### config.mk
export PLATFORM = sky130hd
export DESIGN_NAME = mdu
export DESIGN_NICKNAME = d
export VERILOG_FILES = /design/src/rtl/mdu.sv
export SDC_FILE = /design/constraint.sdc
export NUM_CORES = 1
export LEC_CHECK = 0
export CORE_ASPECT_RATIO = 0.9
export CORE_MARGIN = 5
export CORE_UTILIZATION = 30
export DETAILED_ROUTE_END_ITERATION = 10
export PLACE_DENSITY = 0.5
export SLEW_MARGIN = 20
export SYNTH_ARGS = -nofsm -noshare
export SYNTH_HDL_FRONTEND = slang
export SYNTH_SLANG_ARGS = --single-unit
### constraint.sdc
create_clock -name clk -period 10 [get_ports clk]
set_input_delay 1.5 -clock clk [delete_from_list [all_inputs] [get_ports clk]]
set_output_delay 1.5 -clock clk [all_outputs]
set_load 0.1 [all_outputs]
### src/rtl/mdu.sv
// Iterative multiply/divide unit with the HI/LO registers.
// MULT/MULTU use a radix-2 shift-add multiplier and DIV/DIVU use restoring division.
// Both take WIDTH iteration cycles followed by one fix-up cycle. MTHI/MTLO write in one cycle.
module mdu #(
  parameter int unsigned WIDTH = 32
) (
  input  logic             clk,
  input  logic             rst_n,
  input  logic             start,
  input  logic [2:0]       op,
  input  logic [WIDTH-1:0] A,
  input  logic [WIDTH-1:0] B,
  output logic             busy,
  output logic             done,
  output logic [WIDTH-1:0] hi,
  output logic [WIDTH-1:0] lo
);

  localparam int unsigned CW = (WIDTH > 1) ? $clog2(WIDTH) : 1;
  localparam logic [CW-1:0] CntLast = CW'(WIDTH - 1);
  localparam logic [2:0] OpMthi = 3'd4;
  localparam logic [2:0] OpMtlo = 3'd5;

  typedef enum logic [1:0] {StIdle, StRun, StFin} state_e;

  state_e             state_q;
  logic [CW-1:0]      cnt_q;
  logic [2*WIDTH-1:0] acc_q;   // mul: {partial, multiplier}; div: {remainder, dividend/quotient}
  logic [WIDTH-1:0]   opnd_q;  // multiplicand or divisor magnitude
  logic               is_div_q;
  logic               neg_q;   // product/quotient must be negated
  logic               rneg_q;  // remainder must be negated (dividend was negative)
  logic               dz_q;    // divide by zero

  logic               md_start;
  logic               accept;
  logic               a_neg, b_neg;
  logic [WIDTH-1:0]   a_mag, b_mag;
  logic [WIDTH:0]     mul_sum;
  logic [WIDTH:0]     div_shift;
  logic [WIDTH:0]     div_diff;
  logic               div_ge;
  logic [2*WIDTH-1:0] acc_step;
  logic [2*WIDTH-1:0] prod;
  logic [WIDTH-1:0]   quo, rem;
  logic [WIDTH-1:0]   res_hi, res_lo;

  // Operand decode: signed ops latch magnitudes plus sign flags.
  always_comb begin
    md_start = start && !op[2];
    // A mult/div start is honoured in idle, and also in the fix-up cycle for back-to-back issue.
    accept   = md_start && (state_q == StIdle || state_q == StFin);
    a_neg    = !op[0] && A[WIDTH-1];
    b_neg    = !op[0] && B[WIDTH-1];
    a_mag    = a_neg ? (~A + 1'b1) : A;
    b_mag    = b_neg ? (~B + 1'b1) : B;
  end

  // One iteration of shift-add multiply or restoring divide.
  always_comb begin
    mul_sum   = {1'b0, acc_q[2*WIDTH-1:WIDTH]} + (acc_q[0] ? {1'b0, opnd_q} : '0);
    div_shift = {acc_q[2*WIDTH-1:WIDTH], acc_q[WIDTH-1]};
    div_diff  = div_shift - {1'b0, opnd_q};
    div_ge    = (div_shift >= {1'b0, opnd_q});
    if (is_div_q) begin
      acc_step = {(div_ge ? div_diff[WIDTH-1:0] : div_shift[WIDTH-1:0]),
                  acc_q[WIDTH-2:0], div_ge};
    end else begin
      acc_step = {mul_sum, acc_q[WIDTH-1:1]};
    end
  end

  // Sign fix-up of the final accumulator into HI/LO values.
  always_comb begin
    prod = neg_q ? (~acc_q + 1'b1) : acc_q;
    quo  = acc_q[WIDTH-1:0];
    rem  = acc_q[2*WIDTH-1:WIDTH];
    if (is_div_q) begin
      res_lo = dz_q ? '1 : (neg_q ? (~quo + 1'b1) : quo);
      res_hi = rneg_q ? (~rem + 1'b1) : rem;
    end else begin
      res_lo = prod[WIDTH-1:0];
      res_hi = prod[2*WIDTH-1:WIDTH];
    end
  end

  // FSM, iteration datapath and registered outputs.
  always_ff @(posedge clk) begin
    if (!rst_n) begin
      state_q  <= StIdle;
      cnt_q    <= '0;
      acc_q    <= '0;
      opnd_q   <= '0;
      is_div_q <= 1'b0;
      neg_q    <= 1'b0;
      rneg_q   <= 1'b0;
      dz_q     <= 1'b0;
      busy     <= 1'b0;
      done     <= 1'b0;
      hi       <= '0;
      lo       <= '0;
    end else begin
      done <= 1'b0;
      case (state_q)
        StIdle: begin
          if (start && op == OpMthi) hi <= A;
          if (start && op == OpMtlo) lo <= A;
        end
        StRun: begin
          acc_q <= acc_step;
          cnt_q <= cnt_q + 1'b1;
          if (cnt_q == CntLast) state_q <= StFin;
        end
        StFin: begin
          hi      <= res_hi;
          lo      <= res_lo;
          done    <= 1'b1;
          busy    <= 1'b0;
          state_q <= StIdle;
        end
        default: state_q <= StIdle;
      endcase
      // Accepting a new operation overrides the idle/fix-up defaults above.
      if (accept) begin
        state_q  <= StRun;
        busy     <= 1'b1;
        cnt_q    <= '0;
        is_div_q <= op[1];
        neg_q    <= a_neg ^ b_neg;
        rneg_q   <= a_neg;
        dz_q     <= op[1] && (B == '0);
        if (op[1]) begin
          acc_q  <= {{WIDTH{1'b0}}, a_mag};
          opnd_q <= b_mag;
        end else begin
          acc_q  <= {{WIDTH{1'b0}}, b_mag};
          opnd_q <= a_mag;
        end
      end
    end
  end

endmodule

==> out/results.ini, run 1 <==
[power_and_ir_drop]
leakage_nw=6.93
peakVddDrop_mv=0.0884
total_power_w=0.00214
pwr-share-comb=0.307
power_frac_seq=0.359
switching_share=0.364
p_sw_w=0.000779
p_per_area_nw_per_um2=126
internal_power_w=0.00136
clkPwrFrac=0.334

[logic_synthesis]
synth_fa_ha_area_frac=0.0627
yosys.area_share.simple=0.183
synth_area_um2=14600
synth_xor_area_frac=0.106
ys_seq_elements=173
postSynthCellCount=1927
synth_mux_area_frac=0.0800
synth_top_area_frac=0.237
syn_nets=2069
synth_cell_types=81
synth_edf_count=0
avgSynthCellArea_um2=7.58
synth_compound_area_frac=0.278
synth_top_family_by_area=compound AO/OA/AOI/OAI gates
ys_warn_count=0
synth_area_leaders=dfxtp_1, a21oi_1, xor2_1
seq_area_frac_synth=0.237
synth-async-reset-ratio=0
ys.flop_type=dfxtp_1
synth_area_leader_cell=dfxtp_1

[timing]
relSlewSlack=0.272
slew_violations=0
min_period_ns=4.48
hold_viol_final=0
setup_viol_count_final=0
fin_setup_tns_ns=0
period_share=0.448
tightest_slew_ns=1.09
skew_ns=0.0145
fmax_ghz=0.223
rsz0062_at_grt=false

[floorplanning]
die_w_um=243
dieArea_um2=53200
row_count=76
top_level_ports=136
start_util=0.304
die_h_um=219
core_um2=48000

[clock_network]
h-tree-depth=4
cts_buffers=17
cts_resized=0
postCtsHoldBufs=0
root_buffer=clkbuf_16
clk_latency_ns=0.47
post_cts_buffers=0
cts_tree=done
clkSlewWorstSetupHoldPaths_ns=0.07
cts_buffer_depth=2
cts_sinks=173

[placement]
globalplace.congestion=0.909
port_buffers=135
dp_hpwl_um=44500

[critical_path]
slowest_stage=clkdlybuf4s50_1
crit_arrival_ns=4.84
crit_fanout=6
cp_cell_sequence=clkdlybuf4s50_1 > nor4_1 > nand3b_1 > or4_1 > o41ai_2 > o21ai_1 > nor2_1 > xor2_1 > a21oi_1 > o21a_1 > a31o_2
ff2ff_setup_slack_ns=5.63
cp_num_buf_inv=1
reg2reg_depth=14
r2r_end=acc_q[59]
slowest_delay_ns=0.53
startpoint_type=input port
worstPathRequired_ns=10.36
crit_type=input port to flip-flop
reg2reg_from=acc_q[0]
critical_path.top_delay_family=simple AND/OR/NAND/NOR gates
end_kind=flip-flop

[grt]
overflow=0
track_usage=0.213
grt_pass1_wl_um=87100
grt_start_max_net_pins=79
antenna_found_initial=1
grt_pass1_vias=13745

[run]
cap_violations=0

[routing]
ant_nets=0
drt-pass1-iter-count=6
drc_errors=0
wl_per_cell_um=22.5
totalWireLength_um=58600
drt_iter0_markers=1324
vias_per_cell=5.61
vias=14637

[worst_hold_path]
holdPathStages=2
min_from=cnt_q[4]
worstHoldEndpoint=cnt_q[4]
min_path_type=flip-flop to flip-flop

[run_status]
status=completed

[finish]
drive_gt1_frac=0.0580
fillers=5030
nNetsFinal=2112
area_growth_pct=16.3
final_util=0.354

## state kept, by name, summed over array words and instances, names as in the netlist, 2 cells and up
signal / cells
cnt_q: 5
state_q: 2
lo: 32
hi: 32
acc_q: 64
opnd_q: 32
## logic make-up after synthesis
group,after synthesis
compound gates,631
xor+xnor,176
fa+ha+maj,72
buf+inv,197
flops,173
mux,112
simple gates,566
## synthesized netlist by cell type, types with 33 or more instances
library cell,count
xor2_1,101
xnor2_1,75
o211ai_1,37
dfxtp_1,173
a21oi_1,185
ha_1,70
nor2_1,182
nand2_1,165
o21ai_0,156
clkbuf_1,114
mux2i_1,75
nor3_1,36
mux2_2,37
inv_1,67
nand3_1,33
## worst register-to-register path, stage by stage (launching register included)
cell and delay, ns:
dfxtp_1 0.60, inv_1 0.15, buf_4 0.29, nor2_1 0.17, ha_1 0.29, o211ai_1 0.18, a21oi_1 0.11, o211ai_1 0.40
a211o_1 0.24, a31oi_1 0.15, o31ai_1 0.53, nand2_1 0.18, a221oi_1 0.55, mux2i_1 0.15, a32o_1 0.27
## cell usage in the layout (no fill, tap or decap), drive strengths merged, types with 9 or more instances in the layout
cell type,instances
a21oi,185
nor2,183
dfxtp,173
nand2,165
o21ai,159
clkdlybuf4s50,133
xor2,101
xnor2,75
mux2i,75
inv,71
ha,70
o211ai,37
mux2,37
nor3,37
nand3,33
a21o,31
a211oi,29
o211a,29
nand2b,25
clkbuf,25
a21boi,23
nor2b,22
o21a,21
and2,20
a31oi,20
buf,20
and3,18
o31ai,18
nor4,17
or4,9
o41ai,9
## how the worst max path moves through the flow
stage / from / end / cells past startpoint
global placement: A[5] / opnd_q[31] / 11
detailed placement: A[5] / opnd_q[24] / 11
floorplan: B[9] / opnd_q[30] / 9
finish: A[5] / opnd_q[24] / 11
CTS: A[5] / opnd_q[24] / 11
global route: A[5] / opnd_q[31] / 11
## metrics by stage
| step | cells | setup WS [ns] | hold WS (ns) | area [um^2] |
|---|---|---|---|---|
| final | 2609 | 5.52 | 0.465 | 17000 |
| after global routing | 2607 | 5.20 | 0.499 | 17000 |
| after CTS | 2607 | 5.60 | 0.465 | 17000 |
| after detailed placement | 2575 | 5.12 | 0.454 | 16400 |
| after global placement | 2575 | 5.06 | 0.447 | 16400 |
| after floorplan | 1927 | 6.09 | 0.441 | 14600 |
## area by class of cell
| class | count | area (um^2) | share of cell area |
|---|---|---|---|
| Sequential cell | 173 | 3470 | 0.204 |
| Multi-Input combinational cell | 1557 | 10400 | 0.612 |
| Clock buffer | 25 | 495 | 0.0292 |
| Antenna cell | 2 | 5.00 | 0.000295 |
| Clock inverter | 7 | 101 | 0.00597 |
| Tap cell | 624 | 781 | 0.0460 |
| Inverter | 68 | 255 | 0.0150 |
| Timing Repair Buffer | 153 | 1480 | 0.0871 |
## power groups by stage
stage	combinational, W	clock [W]	sequential [W]
finish	0.000656	0.000714	0.000766
floorplan	0.000430	0	0.000791
CTS	0.000650	0.000730	0.000764
global placement	0.000645	0	0.000780
detailed placement	0.000646	0	0.000781
global route	0.000712	0.000755	0.000769
## routing by layer
layer | GRT usage | part of all wire | routed length, um
met4 | 0.0675 | 0.027 | 1590
met1 | 0.304 | 0.48 | 27900
met3 | 0.0430 | 0.074 | 4340
met2 | 0.323 | 0.42 | 24800
met5 | 0 | 0 | 0
Note: power is estimated with default switching activity, not from simulation.
==> run 2, diff against run 1 <==
--- a/config.mk
+++ b/config.mk
@@ -9,7 +9,7 @@
 export CORE_MARGIN = 5
 export CORE_UTILIZATION = 30
 export DETAILED_ROUTE_END_ITERATION = 10
-export PLACE_DENSITY = 0.5
+export PLACE_DENSITY = 0.52
 export SLEW_MARGIN = 20
 export SYNTH_ARGS = -nofsm -noshare
 export SYNTH_HDL_FRONTEND = slang
==> constraint.sdc (replaced) <==
create_clock -name clk -period 3.94 [get_ports clk]
set_input_delay 0.591 -clock clk [delete_from_list [all_inputs] [get_ports clk]]
set_output_delay 0.591 -clock clk [all_outputs]
set_load 0.1 [all_outputs]
==> run 2 against run 1 <==
Against the previous run: highest routed layer is now met5; setup slack got worse by 5.2 ns; critical path depth increased by 3; power rose to 2.6 times the previous value; first-iteration DRC count increased by 17%; largest power group unchanged; global-route usage barely moved; design area grew 3.6%; via count grew 2.5%; largest cell class unchanged; sequential power rose to 2.5 times the previous value; sequential share of layout area decreased by 0.71 points.
==> out/results.ini, run 2 (same netlist as run 1, synthesis figures left out) <==
[routing]
vias_per_cell=5.58
drt_iter0_markers=1546
totalWireLength_um=59200
wl_per_cell_um=22.0
drt-pass1-iter-count=7
vias=15001
drc_errors=0
ant_nets=0

[power_and_ir_drop]
power_frac_seq=0.348
leakage_nw=7.33
total_power_w=0.00553
internal_power_w=0.00343
pwr-share-comb=0.321
p_per_area_nw_per_um2=314
switching_share=0.379
peakVddDrop_mv=0.278
clkPwrFrac=0.332
p_sw_w=0.00209

[floorplanning]
row_count=76
die_w_um=243
top_level_ports=136
dieArea_um2=53200
die_h_um=219
start_util=0.304
core_um2=48000

[finish]
final_common_cell=a21oi_1
finalNonFillerCells=2686
largest_register_ffs=64
area_growth_pct=20.5
mostFrequentLayoutCells=a21oi_1, nor2_1, dfxtp_1, nand2_1, o21ai_0
top_register=acc_q
nNetsFinal=2190
final_area_um2=17600
drive_gt1_frac=0.0961

[grt]
grt_start_max_net_pins=76
grt_pass1_vias=13925
antenna_found_initial=2
track_usage=0.214
grt_pass1_wl_um=88000
overflow=0

[placement]
port_buffers=135
dp_hpwl_um=45600
place_area_um2=17000
globalplace.congestion=0.921
dp_slack_ns=-0.00709
placed_cells=2653

[critical_path]
end_kind=flip-flop
startpoint_type=flip-flop
crit_type=flip-flop to flip-flop
crit_fanout=12
crit_arrival_ns=4.04
worstPathRequired_ns=4.31

[clock_network]
post_cts_buffers=0
root_buffer=clkbuf_16
postCtsHoldBufs=0
cts_buffer_depth=2
cts_buffers=17
cts_sinks=173
h-tree-depth=4
clk_latency_ns=0.47
cts_resized=0
cts_tree=done
clkSlewWorstSetupHoldPaths_ns=0.08

[timing]
holdWs_ns=0.470
skew_ns=0.0132
setup_viol_count_final=0
hold_viol_final=0
fmax_ghz=0.273
period_share=0.930
relSlewSlack=0.273
min_period_ns=3.67
rsz0062_at_grt=false
tightest_slew_ns=1.09
slew_violations=0
fin_ws_ns=0.274

[run]
cap_violations=0

[run_status]
status=completed

[worst_hold_path]
min_path_type=flip-flop to flip-flop

[run 2: changes by cell type in the layout (fill, tap and decap cells not counted), sizes merged]
| cell | before | now |
|---|---|---|
| buf | 20 | 98 |
| bufinv | 2 | 1 |
| clkbuf | 25 | 18 |
| clkinv | 0 | 1 |
| diode | 2 | 1 |
| inv | 71 | 78 |
[run 2: final timing paths]
kind	from	to	slack (ns)	cells past startpoint
hold / removal	cnt_q[4]	cnt_q[4]	0.47	2
hold reg to reg	cnt_q[4]	cnt_q[4]	0.47	2
setup / recovery	acc_q[0]	acc_q[56]	0.27	14
setup reg to reg	acc_q[0]	acc_q[56]	0.27	14
[run 2: power groups by stage]
stage | clock network, W | logic [W] | registers [W]
CTS | 0.00187 | 0.00175 | 0.00192
floorplan | 0 | 0.00109 | 0.00201
finish | 0.00183 | 0.00177 | 0.00192
global placement | 0 | 0.00173 | 0.00196
detailed placement | 0 | 0.00174 | 0.00196
global route | 0.00193 | 0.00191 | 0.00193
[run 2: layer usage]
metal	routed length [um]	track usage
met1	28200	0.306
met2	24500	0.316
met3	4320	0.0437
met4	2130	0.0782
met5	12	0
[run 2: per-stage QoR]
step / util / TNS [ns]
floorplan: - / 0
global placement: 0.353 / 0
detailed placement: 0.354 / -0.00709
CTS: 0.366 / 0
global route: 0.366 / 0
finish: 0.366 / 0
[run 2: critical path, cell delays in order, from the launching register on]
cell	delay, ns
dfxtp_1	0.31
inv_1	0.25
buf_4	0.26
nor2_1	0.06
ha_1	0.41
nand2_1	0.08
o21ai_0	0.27
a41oi_2	0.10
a211o_1	0.35
a21boi_1	0.24
or3_1	0.15
a31oi_1	0.12
and3_1	0.19
or4_1	0.50
a32o_1	0.26
[run 2: layout make-up]
class | instances | area (um^2)
fillers | 4940 | 30400
multi-input cells | 1557 | 10400
flip-flops and latches | 173 | 3470
repair buffers | 231 | 2080
well taps | 624 | 781
clock buffers | 18 | 450
inverters | 68 | 255
clock inverters | 14 | 159
diodes | 1 | 2.50
==> run 3, diff against run 2 <==
--- a/config.mk
+++ b/config.mk
@@ -10,6 +10,7 @@
 export CORE_UTILIZATION = 30
 export DETAILED_ROUTE_END_ITERATION = 10
 export PLACE_DENSITY = 0.52
+export SETUP_SLACK_MARGIN = 0.5
 export SLEW_MARGIN = 20
 export SYNTH_ARGS = -nofsm -noshare
 export SYNTH_HDL_FRONTEND = slang
==> run 3 against run 2 <==
Against the previous run: cell count up 0.63%; sequential power about the same; worst hold slack better by 0.0014 ns; critical path depth down 1; count of clock-buffer cells in the layout unchanged; fmax up 9.9%; critical path type unchanged; largest power group is now combinational logic.
==> out/results.ini, run 3 (same netlist as run 1, synthesis figures left out) <==
[power_and_ir_drop]
leakage_nw=7.51
total_power_w=0.00569
peakVddDrop_mv=0.285
p_per_area_nw_per_um2=315

[floorplanning]
dieArea_um2=53200
die_w_um=243
row_count=76
start_util=0.304
core_um2=48000
die_h_um=219
top_level_ports=136

[run_status]
status=completed

[grt]
overflow=0
antenna_found_initial=2
track_usage=0.216
grt_pass1_vias=14055
grt_pass1_wl_um=88700
grt_start_max_net_pins=76

[routing]
vias_per_cell=5.59
drt_iter0_markers=1522
totalWireLength_um=60000
ant_nets=0
vias=15118
drt-pass1-iter-count=6
drc_errors=0
wl_per_cell_um=22.2

[timing]
skew_ns=0.0108
slew_violations=0
min_period_ns=3.34
fmax_ghz=0.300
hold_viol_final=0
holdWs_ns=0.471
rsz0062_at_grt=false
setup_viol_count_final=0
period_share=0.847
relSlewSlack=0.247
fin_setup_tns_ns=0
tightest_slew_ns=1.13

[critical_path]
end_kind=flip-flop
crit_type=flip-flop to flip-flop
crit_path_frequent_cell=o211ai_1
cp_cell_sequence=inv_6 > nor2_1 > ha_1 > o211ai_1 > o211ai_1 > a41oi_2 > a211o_1 > a21boi_2 > or3_4 > a31oi_4 > and3_1 > or4_1 > a32o_1
slowest_delay_ns=0.50
crit_arrival_ns=3.70
slowest_stage=or4_1
critical_path.top_delay_family=compound AO/OA/AOI/OAI gates
crit_fanout=9
cp_num_buf_inv=1
worstPathRequired_ns=4.31
startpoint_type=flip-flop

[clock_network]
cts_tree=done
root_buffer=clkbuf_16
cts_buffer_depth=2
clk_latency_ns=0.47
h-tree-depth=4
cts_sinks=173
clkSlewWorstSetupHoldPaths_ns=0.08
postCtsHoldBufs=0
cts_buffers=17

[finish]
top_register=acc_q
largest_register_ffs=64
mostFrequentLayoutCells=nor2_1, a21oi_1, dfxtp_1, nand2_1, o21ai_0
drive_gt1_frac=0.129
final_common_cell=nor2_1
finalNonFillerCells=2703
area_growth_pct=24.0
nNetsFinal=2207

[worst_hold_path]
min_path_type=flip-flop to flip-flop

[placement]
globalplace.congestion=0.921
port_buffers=135
placed_cells=2653
dp_hpwl_um=45600

[run]
cap_violations=0

-- run 3: metal layers --
layer | wire, um | track usage | up-vias
li1 | - | - | 7220
met1 | 28000 | 0.306 | 7224
met2 | 25300 | 0.324 | 593
met3 | 4670 | 0.0465 | 79
met4 | 1910 | 0.0738 | 2
met5 | 12 | 0 | -
-- run 3: what timing repair did --
item	CTS	global route
gates cloned	1	0
endpoints found under the hold margin	0	0
setup buffers	14	2
setup endpoints to repair	15	62
gates resized for setup	39	43
pin swaps	11	15
-- run 3: worst register-to-register path: cells and delay by family, from the launching register on --
family | cells | cell delay (ns)
compound gates | 7 | 1.53
fa+ha+maj | 1 | 0.36
buf+inv | 1 | 0.09
simple gates | 4 | 0.89
flops | 1 | 0.36
-- run 3: cell type report --
class	instances	area, um^2
sequential	173	3480
antenna	1	2.50
multi-input combinational	1557	10700
clock buffer	18	450
tap	624	781
clock inverter	14	159
inverter	68	263
fill	4911	29900
timing repair buffer	248	2250
-- run 3: through the flow --
| stage | utilization | setup WS (ns) | area [um^2] |
|---|---|---|---|
| after floorplan | - | 0.506 | 14600 |
| after global placement | 0.353 | 0.0702 | 17000 |
| after detailed placement | 0.354 | -0.00709 | 17000 |
| after CTS | 0.372 | 0.431 | 17900 |
| after global routing | 0.377 | 0.514 | 18100 |
| final | 0.377 | 0.605 | 18100 |
-- run 3: path summary, 6_finish.rpt --
kind | start | to | slack (ns) | cells after the start
worst max-delay path | acc_q[0] | acc_q[56] | 0.60 | 13
worst min-delay path | opnd_q[2] | opnd_q[2] | 0.47 | 2
worst max register to register | acc_q[0] | acc_q[56] | 0.60 | 13
worst min register to register | opnd_q[2] | opnd_q[2] | 0.47 | 2
-- run 3: power by group --
| group | internal (W) | switching [W] | total (W) | leakage (nW) |
|---|---|---|---|---|
| logic | 0.000784 | 0.00115 | 0.00194 | 5.81 |
| clock network | 0.000944 | 0.000889 | 0.00183 | 0.295 |
| registers | 0.00182 | 0.000104 | 0.00192 | 1.41 |
| total | 0.00355 | 0.00215 | 0.00569 | 7.51 |
